<file path="src/rtl/me_plane_ctrl_pkg.sv">
// rtl/me_plane_ctrl_pkg.sv - shared state encodings, screen/plane geometry and helpers for the player plane
//
// Purpose: the FSM state encoding, the screen and sprite dimensions, the spawn point and the
// counter-width helper used by me_plane_ctrl and its debouncer.
// Ports: none (package).

package me_plane_ctrl_pkg;

  typedef enum logic [1:0] {
    ME_IDLE   = 2'd0,
    ME_ALIVE  = 2'd1,
    ME_INVINC = 2'd2,
    ME_OVER   = 2'd3
  } me_state_t;

  localparam int ME_H_DISP     = 640;
  localparam int ME_V_DISP     = 480;
  localparam int ME_PLANE_W    = 102;
  localparam int ME_PLANE_H    = 126;
  localparam int ME_X_INIT     = 269;
  localparam int ME_Y_INIT     = 354;
  localparam int ME_LIVES_INIT = 3;

  // Width of a counter that runs 0..n-1; never narrower than one bit.
  function automatic int cnt_width(input int n);
    return (n <= 2) ? 1 : $clog2(n);
  endfunction

endpackage

</file>
<file path="src/rtl/me_plane_ctrl_btn_debounce.sv">
// rtl/me_plane_ctrl_btn_debounce.sv - 2-FF synchroniser plus level debouncer for one button
//
// Purpose: brings a raw asynchronous button into clk_run and accepts a new level only after
// the synchronised input has disagreed with the current level for DEB_CYCLES consecutive cycles.
// A clean raw edge reaches the output DEB_CYCLES+2 cycles later.
// Ports:
//   clk_run  in   run clock
//   rst      in   asynchronous active-high reset
//   raw      in   raw button, active-high
//   level    out  debounced level

module me_plane_ctrl_btn_debounce
  import me_plane_ctrl_pkg::*;
#(
  parameter int DEB_CYCLES = 2500000
) (
  input  logic clk_run,
  input  logic rst,
  input  logic raw,
  output logic level
);

  localparam int CW = cnt_width(DEB_CYCLES);
  localparam logic [CW-1:0] CNT_LAST = CW'(DEB_CYCLES - 1);

  logic          sync1;
  logic          sync2;
  logic [CW-1:0] cnt;

  always_ff @(posedge clk_run or posedge rst) begin
    if (rst) begin
      sync1 <= 1'b0;
      sync2 <= 1'b0;
      cnt   <= '0;
      level <= 1'b0;
    end else begin
      sync1 <= raw;
      sync2 <= sync1;
      // Any cycle where the input agrees with the accepted level restarts the count,
      // so a glitch shorter than DEB_CYCLES never flips the output.
      if (sync2 != level) begin
        if (cnt == CNT_LAST) begin
          level <= sync2;
          cnt   <= '0;
        end else begin
          cnt <= cnt + 1'b1;
        end
      end else begin
        cnt <= '0;
      end
    end
  end

endmodule

</file>
<file path="src/rtl/me_plane_ctrl.sv">
// rtl/me_plane_ctrl.sv - player plane movement, lives and post-hit invincibility controller
//
// Purpose: debounces the four direction buttons, moves the plane STEP pixels per move tick
// clamped to the visible screen, counts lives and runs the IDLE/ALIVE/INVINC/OVER FSM with a
// blinking sprite mask while invincible. All outputs are registered.
// Ports:
//   clk_run       in   run clock
//   rst           in   asynchronous active-high reset
//   game_en_i     in   1 = game running; 0 returns to IDLE with position/lives reinitialised
//   btn_*_i       in   raw direction buttons, active-high
//   crash_me_i    in   1-cycle pulse, enemy overlapped the player
//   me_x_pos_o    out  plane top-left x
//   me_y_pos_o    out  plane top-left y
//   lives_o       out  remaining lives
//   invincible_o  out  1 while hits are ignored
//   blink_o       out  sprite visibility mask (1 = draw)
//   game_over_o   out  1 in OVER

module me_plane_ctrl
  import me_plane_ctrl_pkg::*;
#(
  parameter int X_W           = 10,
  parameter int Y_W           = 10,
  parameter int H_DISP        = ME_H_DISP,
  parameter int V_DISP        = ME_V_DISP,
  parameter int PLANE_W       = ME_PLANE_W,
  parameter int PLANE_H       = ME_PLANE_H,
  parameter int X_INIT        = ME_X_INIT,
  parameter int Y_INIT        = ME_Y_INIT,
  parameter int STEP          = 1,
  parameter int MOVE_DIV      = 1000000,
  parameter int DEB_CYCLES    = 2500000,
  parameter int LIVES_INIT    = ME_LIVES_INIT,
  parameter int INVINC_CYCLES = 500000000,
  parameter int BLINK_DIV     = 50000000
) (
  input  logic           clk_run,
  input  logic           rst,
  input  logic           game_en_i,
  input  logic           btn_up_i,
  input  logic           btn_down_i,
  input  logic           btn_left_i,
  input  logic           btn_right_i,
  input  logic           crash_me_i,
  output logic [X_W-1:0] me_x_pos_o,
  output logic [Y_W-1:0] me_y_pos_o,
  output logic [1:0]     lives_o,
  output logic           invincible_o,
  output logic           blink_o,
  output logic           game_over_o
);

  localparam int MW = cnt_width(MOVE_DIV);
  localparam int IW = cnt_width(INVINC_CYCLES + 1);
  localparam int BW = cnt_width(BLINK_DIV);

  localparam logic [MW-1:0]  MOVE_LAST  = MW'(MOVE_DIV - 1);
  localparam logic [IW-1:0]  INV_LAST   = IW'(INVINC_CYCLES - 1);
  localparam logic [BW-1:0]  BLINK_LAST = BW'(BLINK_DIV - 1);

  // Clamp arithmetic is one bit wider than the position so x+STEP never wraps.
  localparam logic [X_W:0]   X_STEP  = (X_W + 1)'(STEP);
  localparam logic [X_W:0]   X_MAX   = (X_W + 1)'(H_DISP - PLANE_W);
  localparam logic [Y_W:0]   Y_STEP  = (Y_W + 1)'(STEP);
  localparam logic [Y_W:0]   Y_MAX   = (Y_W + 1)'(V_DISP - PLANE_H);
  localparam logic [X_W-1:0] X_START = X_W'(X_INIT);
  localparam logic [Y_W-1:0] Y_START = Y_W'(Y_INIT);
  localparam logic [1:0]     L_START = 2'(LIVES_INIT);

  logic deb_up;
  logic deb_down;
  logic deb_left;
  logic deb_right;

  me_plane_ctrl_btn_debounce #(.DEB_CYCLES(DEB_CYCLES)) u_deb_up (
    .clk_run (clk_run),
    .rst     (rst),
    .raw     (btn_up_i),
    .level   (deb_up)
  );

  me_plane_ctrl_btn_debounce #(.DEB_CYCLES(DEB_CYCLES)) u_deb_down (
    .clk_run (clk_run),
    .rst     (rst),
    .raw     (btn_down_i),
    .level   (deb_down)
  );

  me_plane_ctrl_btn_debounce #(.DEB_CYCLES(DEB_CYCLES)) u_deb_left (
    .clk_run (clk_run),
    .rst     (rst),
    .raw     (btn_left_i),
    .level   (deb_left)
  );

  me_plane_ctrl_btn_debounce #(.DEB_CYCLES(DEB_CYCLES)) u_deb_right (
    .clk_run (clk_run),
    .rst     (rst),
    .raw     (btn_right_i),
    .level   (deb_right)
  );

  me_state_t      state;
  me_state_t      state_nxt;
  logic           invincible_nxt;
  logic           game_over_nxt;

  logic [MW-1:0]  move_cnt;
  logic [IW-1:0]  inv_cnt;
  logic [BW-1:0]  blink_cnt;

  logic           playing;
  logic           tick;
  logic           inv_done;
  logic           hit;

  logic [X_W:0]   x_ext;
  logic [X_W:0]   x_sum;
  logic [X_W:0]   x_mov;
  logic [Y_W:0]   y_ext;
  logic [Y_W:0]   y_sum;
  logic [Y_W:0]   y_mov;

  assign playing  = (state == ME_ALIVE) || (state == ME_INVINC);
  // Gated by playing so a MOVE_DIV of 1 still never ticks in IDLE/OVER.
  assign tick     = playing && (move_cnt == MOVE_LAST);
  assign inv_done = (state == ME_INVINC) && (inv_cnt == INV_LAST);
  assign hit      = (state == ME_ALIVE) && crash_me_i;

  // State register, including the registered state-decoded outputs.
  always_ff @(posedge clk_run or posedge rst) begin
    if (rst) begin
      state        <= ME_IDLE;
      invincible_o <= 1'b0;
      game_over_o  <= 1'b0;
    end else begin
      state        <= state_nxt;
      invincible_o <= invincible_nxt;
      game_over_o  <= game_over_nxt;
    end
  end

  // Next-state logic; dropping game_en_i outranks everything, including a crash.
  always_comb begin
    state_nxt = state;
    if (!game_en_i) begin
      state_nxt = ME_IDLE;
    end else begin
      case (state)
        ME_IDLE:   state_nxt = ME_ALIVE;
        ME_ALIVE:  if (crash_me_i) state_nxt = (lives_o > 2'd1) ? ME_INVINC : ME_OVER;
        ME_INVINC: if (inv_done) state_nxt = ME_ALIVE;
        default:   state_nxt = state;
      endcase
    end
  end

  // Output logic, decoded from the next state so the flops line up with the state register.
  always_comb begin
    invincible_nxt = (state_nxt == ME_INVINC);
    game_over_nxt  = (state_nxt == ME_OVER);
  end

  // Per-axis clamped move; pressing both opposite buttons holds that axis.
  always_comb begin
    x_ext = {1'b0, me_x_pos_o};
    x_sum = x_ext + X_STEP;
    x_mov = x_ext;
    if (deb_left && !deb_right) begin
      x_mov = (x_ext < X_STEP) ? '0 : (x_ext - X_STEP);
    end else if (deb_right && !deb_left) begin
      x_mov = (x_sum > X_MAX) ? X_MAX : x_sum;
    end

    y_ext = {1'b0, me_y_pos_o};
    y_sum = y_ext + Y_STEP;
    y_mov = y_ext;
    if (deb_up && !deb_down) begin
      y_mov = (y_ext < Y_STEP) ? '0 : (y_ext - Y_STEP);
    end else if (deb_down && !deb_up) begin
      y_mov = (y_sum > Y_MAX) ? Y_MAX : y_sum;
    end
  end

  always_ff @(posedge clk_run or posedge rst) begin
    if (rst) begin
      me_x_pos_o <= X_START;
      me_y_pos_o <= Y_START;
      lives_o    <= L_START;
      move_cnt   <= '0;
      inv_cnt    <= '0;
      blink_cnt  <= '0;
      blink_o    <= 1'b1;
    end else if (!game_en_i || (state == ME_IDLE)) begin
      me_x_pos_o <= X_START;
      me_y_pos_o <= Y_START;
      lives_o    <= L_START;
      move_cnt   <= '0;
      inv_cnt    <= '0;
      blink_cnt  <= '0;
      blink_o    <= 1'b1;
    end else begin
      if (!playing || tick) begin
        move_cnt <= '0;
      end else begin
        move_cnt <= move_cnt + 1'b1;
      end

      if (tick) begin
        me_x_pos_o <= X_W'(x_mov);
        me_y_pos_o <= Y_W'(y_mov);
      end

      if (hit) begin
        lives_o <= lives_o - 2'd1;
      end

      // inv_cnt rests at zero outside INVINC, which doubles as the load on entry.
      if (state == ME_INVINC) begin
        inv_cnt <= inv_cnt + 1'b1;
      end else begin
        inv_cnt <= '0;
      end

      if (hit && (lives_o > 2'd1)) begin
        blink_o   <= 1'b0;
        blink_cnt <= '0;
      end else if ((state == ME_INVINC) && !inv_done) begin
        if (blink_cnt == BLINK_LAST) begin
          blink_o   <= ~blink_o;
          blink_cnt <= '0;
        end else begin
          blink_cnt <= blink_cnt + 1'b1;
        end
      end else begin
        blink_o   <= 1'b1;
        blink_cnt <= '0;
      end
    end
  end

endmodule
</file>
<file path="config.mk">
export PLATFORM = sky130hd
export DESIGN_NAME = me_plane_ctrl
export DESIGN_NICKNAME = d
export VERILOG_FILES = /design/src/rtl/me_plane_ctrl_pkg.sv /design/src/rtl/me_plane_ctrl_btn_debounce.sv /design/src/rtl/me_plane_ctrl.sv
export SDC_FILE = /design/constraint.sdc
export NUM_CORES = 1
export LEC_CHECK = 0
export CAP_MARGIN = 20
export CORE_MARGIN = 2
export CORE_UTILIZATION = 60
export CTS_BUF_LIST = sky130_fd_sc_hd__clkbuf_8
export DETAILED_ROUTE_END_ITERATION = 12
export DONT_BUFFER_PORTS = 1
export MAX_ROUTING_LAYER = met4
export PLACE_DENSITY = 0.79
export SLEW_MARGIN = 10
export SYNTH_ARGS = -nofsm -noshare
export SYNTH_HDL_FRONTEND = slang
export SYNTH_SLANG_ARGS = --single-unit
</file>
<file path="constraint.sdc">
create_clock -name clk_run -period 5.48 [get_ports clk_run]
set_input_delay 0 -clock clk_run [delete_from_list [all_inputs] [get_ports clk_run]]
set_output_delay 0 -clock clk_run [all_outputs]
set_load 0.005 [all_outputs]
</file>
==> results.txt <==
- Timing would allow up to 348 MHz.
- Core region area: 17200 µm²
- Gates resized, CTS repair: 0
- The setup path with the least slack is of type flip-flop to flip-flop.
* Global-route wire length before repair: 35.3 mm
* Antenna violations before repair: 0
* IR Drop Worst-Case VDD: 0.224 mV
* Number of instances in the synthesized netlist: 1129
- In the final layout, the share of cells above drive strength 1 is 0.0718.
* Crit path arrival time: about 3.3 ns
- Clock Pin Slew Worst Setup and Hold Paths: ~0.06 ns
- Vias in the first global route: between 7000 and 8000
* Number of synthesized register bits: 202
* Routed WL: 20.4 mm
- Setup violations remaining at the end of the flow were counted as 0.
- The smallest clock period supported by the final layout is computed as approximately 2.9 ns.
* Final Hold Viols: 0
- Of the post-synthesis cell area, the dominant cell type holds 0.456.
* Grt met2 use: 0.376
- The first detailed-routing pass ran for 5 iterations.
* Pre-CTS setup slack: around 2.6 ns
- H-tree Lvls: 2
* Most used routing layer: met2
- Setup slack closes at 2.61 ns.
* Total gr overflow: 0
- The floorplan step set the die height to 136 µm.
- Worst EP required: 5.90 ns
- For flop-to-flop paths, the worst setup slack is about 2.6 ns.
* Vias: ~8000
- Setup repair after global routing left no endpoint under its margin.
- Pin count of the biggest net entering global routing: about 200
- In the final routed layout, each cell accounts on average for between 10 and 15 µm.
- # port buffers: 0
- Counting instances, the worst hold path has a depth of 1.
- Row generation in the floorplan step produced 48 rows.
* Number of remaining DRC errors: 0
- Period utilisation layout: 0.524
- Avg Inst Size Synth: just over 9 µm²
- After layout, the design draws a total of 2.96 mW.
- Sorting the synthesized cells by area gives the leading types as sky130_fd_sc_hd__dfrtp_1 (46%), sky130_fd_sc_hd__xor2_1 (8.3%), sky130_fd_sc_hd__nor2_1 (7.5%).
- Yosys warns: 0
* Final Max Slew Viols: 0
- The floorplan step defined a die boundary enclosing roughly 19000 µm².
* CTS Root Buffer Type: sky130_fd_sc_hd__clkbuf_8
* Number of CTS-inserted buffers: 35
* Transition time of the tightest slew-check pin: 1.06 ns
- Final antenna-violating net count: 0
- Cell taking the most area after synthesis: sky130_fd_sc_hd__dfrtp_1
- Total negative slack: 0 ns
* Number of buffers inserted by post-CTS setup repair: 0
* Share of synthesized flip-flops with an asynchronous set or reset: 1.00
- TritonCTS built the clock tree.
* Static leakage: 4.85 nW
* Hold Path Class: input pin to flip-flop
- For the worst-skew pair, the clock arrives at the later sink with an insertion delay of approximately 0.51 ns.
- The tree built by TritonCTS fans out to 202 sinks.
- CTS Hold Buffers Added: 8
* Netlist area before placement: 10500 µm²
- I/O pin total: 33
- The first routing iteration left 399 violations.
- In the global route stage, overall resource usage came out at 0.238.
- Number of flops mapped to enable cells by yosys: 0
- Maximum capacitance violations: 0
- Pwr dens: 259 nW/µm²
- The wire-length estimate of the detail-placed layout is 13.4 mm.
- Measured against its own limit, the worst slew margin works out to 0.296.
* Most frequently used flop master after synthesis: sky130_fd_sc_hd__dfrtp_1
* Net count, final: 1172
* Met3 routing resource usage after global routing: 0.0481
* Crit. End Element: flip-flop
* Met1 usage: 0.309
- The worst setup path is launched from a flip-flop.
- For this configuration, the core starts out at a cell density of 0.611.
- R2R depth: 7
- Overall die width: around 140 µm
- Vias per cell: 5.75
- At the end of routability-driven placement, the weighted congestion stood at 0.868.
- Number of antenna cells inserted: 0
* Synth Net Count: roughly 1200
* Fraction of the core area covered by cells at the end of the flow: 0.666
* Crit path max fanout: 29
- After routing the design area is 11400 µm².
- The area growth from synthesis to layout is 9.09%.
- Deepest clock path buffer count: 3
- Library cells used by synthesis: between 60 and 70
* Instance area at placement: about 11000 µm²
* Setup skew after layout: 0.0171 ns
* Sequential fraction of the synthesis area: 0.483
- Status: finished, final reports clean
-- logic make-up after synthesis --
| family | after synthesis | synth area share |
|---|---|---|
| buffers and inverters | 58 | 0.0219 |
| adders and majority gates | 20 | 0.0239 |
| and+or+nand+nor | 583 | 0.272 |
| muxes | 4 | 0.00429 |
| DFF | 202 | 0.483 |
| xor gates and xnor gates | 147 | 0.123 |
| AOI/OAI and AO/OA | 115 | 0.0718 |
-- routing by layer --
layer  wire [µm]  share of wire
met1        9290           0.46
met2        9770           0.48
met3         993          0.049
met4         360          0.018
met5           0              0
-- power breakdown --
part	total (mW)	leakage [nW]	internal, mW	switching [mW]
combinational	0.130	1.68	0.0378	0.0923
sequential	1.52	2.76	1.51	0.0147
clock	1.30	0.416	0.719	0.584
total	2.96	4.85	2.27	0.691
-- layout make-up --
| type | instances | area (µm²) |
|---|---|---|
| Multi-Input combinational cell | 869 | 5190 |
| Clock buffer | 44 | 606 |
| Clock inverter | 19 | 72.6 |
| Timing Repair Buffer | 12 | 130 |
| Sequential cell | 202 | 5070 |
| Inverter | 24 | 93.8 |
| Fill cell | 1436 | 5730 |
| Tap cell | 225 | 282 |
-- layout by cell type (no fill, tap or decap), drive strengths merged, types with 20 or more instances in the layout --
| cell | count |
|---|---|
| nand2 | 106 |
| dfrtp | 191 |
| and3 | 35 |
| clkbuf | 44 |
| inv | 41 |
| nand4 | 30 |
| ha | 20 |
| xor2 | 99 |
| nor2 | 210 |
| nor3 | 28 |
| o21ai | 29 |
| nand3 | 72 |
| xnor2 | 48 |
| a21oi | 33 |
-- worst paths after layout --
kind,start,endpoint
worst max register to register,state[0]$_DFF_PP0_,blink_o$_DFFE_PP1P_
worst min register to register,u_deb_right.sync1$_DFF_PP0_,u_deb_right.sync2$_DFF_PP0_
worst min-delay path,btn_left_i,u_deb_left.sync1$_DFF_PP0_
min in group asynchronous,rst,u_deb_right.cnt[18]$_DFF_PP0_
max in group asynchronous,rst,inv_cnt[28]$_DFF_PP0_
worst max-delay path,state[0]$_DFF_PP0_,blink_o$_DFFE_PP1P_
-- critical path, cell delays in order, from the launching register on --
cell and delay, ns:
sky130_fd_sc_hd__dfrtp_1 0.39, sky130_fd_sc_hd__inv_1 0.09, sky130_fd_sc_hd__ha_1 0.23, sky130_fd_sc_hd__nor2b_1 0.15, sky130_fd_sc_hd__nand2_1 0.55, sky130_fd_sc_hd__nor3_1 0.45, sky130_fd_sc_hd__nand2_1 0.56, sky130_fd_sc_hd__a31oi_1 0.37
-- cell usage after synthesis, types with 3 or more instances --
cell type,n
sky130_fd_sc_hd__nand2_1,106
sky130_fd_sc_hd__nor3b_1,5
sky130_fd_sc_hd__or2_2,6
sky130_fd_sc_hd__nor3_1,28
sky130_fd_sc_hd__a211o_1,3
sky130_fd_sc_hd__nor2_1,210
sky130_fd_sc_hd__nor2b_1,11
sky130_fd_sc_hd__clkbuf_1,28
sky130_fd_sc_hd__o211a_1,3
sky130_fd_sc_hd__and3_1,34
sky130_fd_sc_hd__o21ai_0,26
sky130_fd_sc_hd__nand2b_1,7
sky130_fd_sc_hd__buf_4,3
sky130_fd_sc_hd__o32a_1,3
sky130_fd_sc_hd__a31oi_1,9
sky130_fd_sc_hd__nand3_1,72
sky130_fd_sc_hd__or4_1,3
sky130_fd_sc_hd__xor2_1,99
sky130_fd_sc_hd__nor4b_1,15
sky130_fd_sc_hd__o31ai_1,4
sky130_fd_sc_hd__a21oi_1,32
sky130_fd_sc_hd__dfstp_2,11
sky130_fd_sc_hd__nor4_1,11
sky130_fd_sc_hd__xnor2_1,48
sky130_fd_sc_hd__o21a_1,3
sky130_fd_sc_hd__ha_1,20
sky130_fd_sc_hd__and2_1,7
sky130_fd_sc_hd__a21o_1,6
sky130_fd_sc_hd__nand4_1,30
sky130_fd_sc_hd__mux2_2,4
sky130_fd_sc_hd__inv_1,24
sky130_fd_sc_hd__and4_1,11
sky130_fd_sc_hd__dfrtp_1,191
sky130_fd_sc_hd__or3_1,12
-- stage by stage --
| stage | hold slack (ns) | std cells |
|---|---|---|
| detailed placement | 0.0315 | 1324 |
| CTS | 0.0124 | 1395 |
| global placement | 0.0315 | 1323 |
| floorplan | 0.0314 | 1129 |
| global route | 0.0102 | 1395 |
| finish | 0.0371 | 1395 |
-- flip-flops by register name, summed over array words and instances, names as in the netlist, 20 cells and up --
signal           flops
u_deb_down.cnt      22
blink_cnt           26
inv_cnt             29
u_deb_up.cnt        22
u_deb_right.cnt     22
u_deb_left.cnt      22
move_cnt            20
No activity file was read; power rests on OpenSTA's default activity.
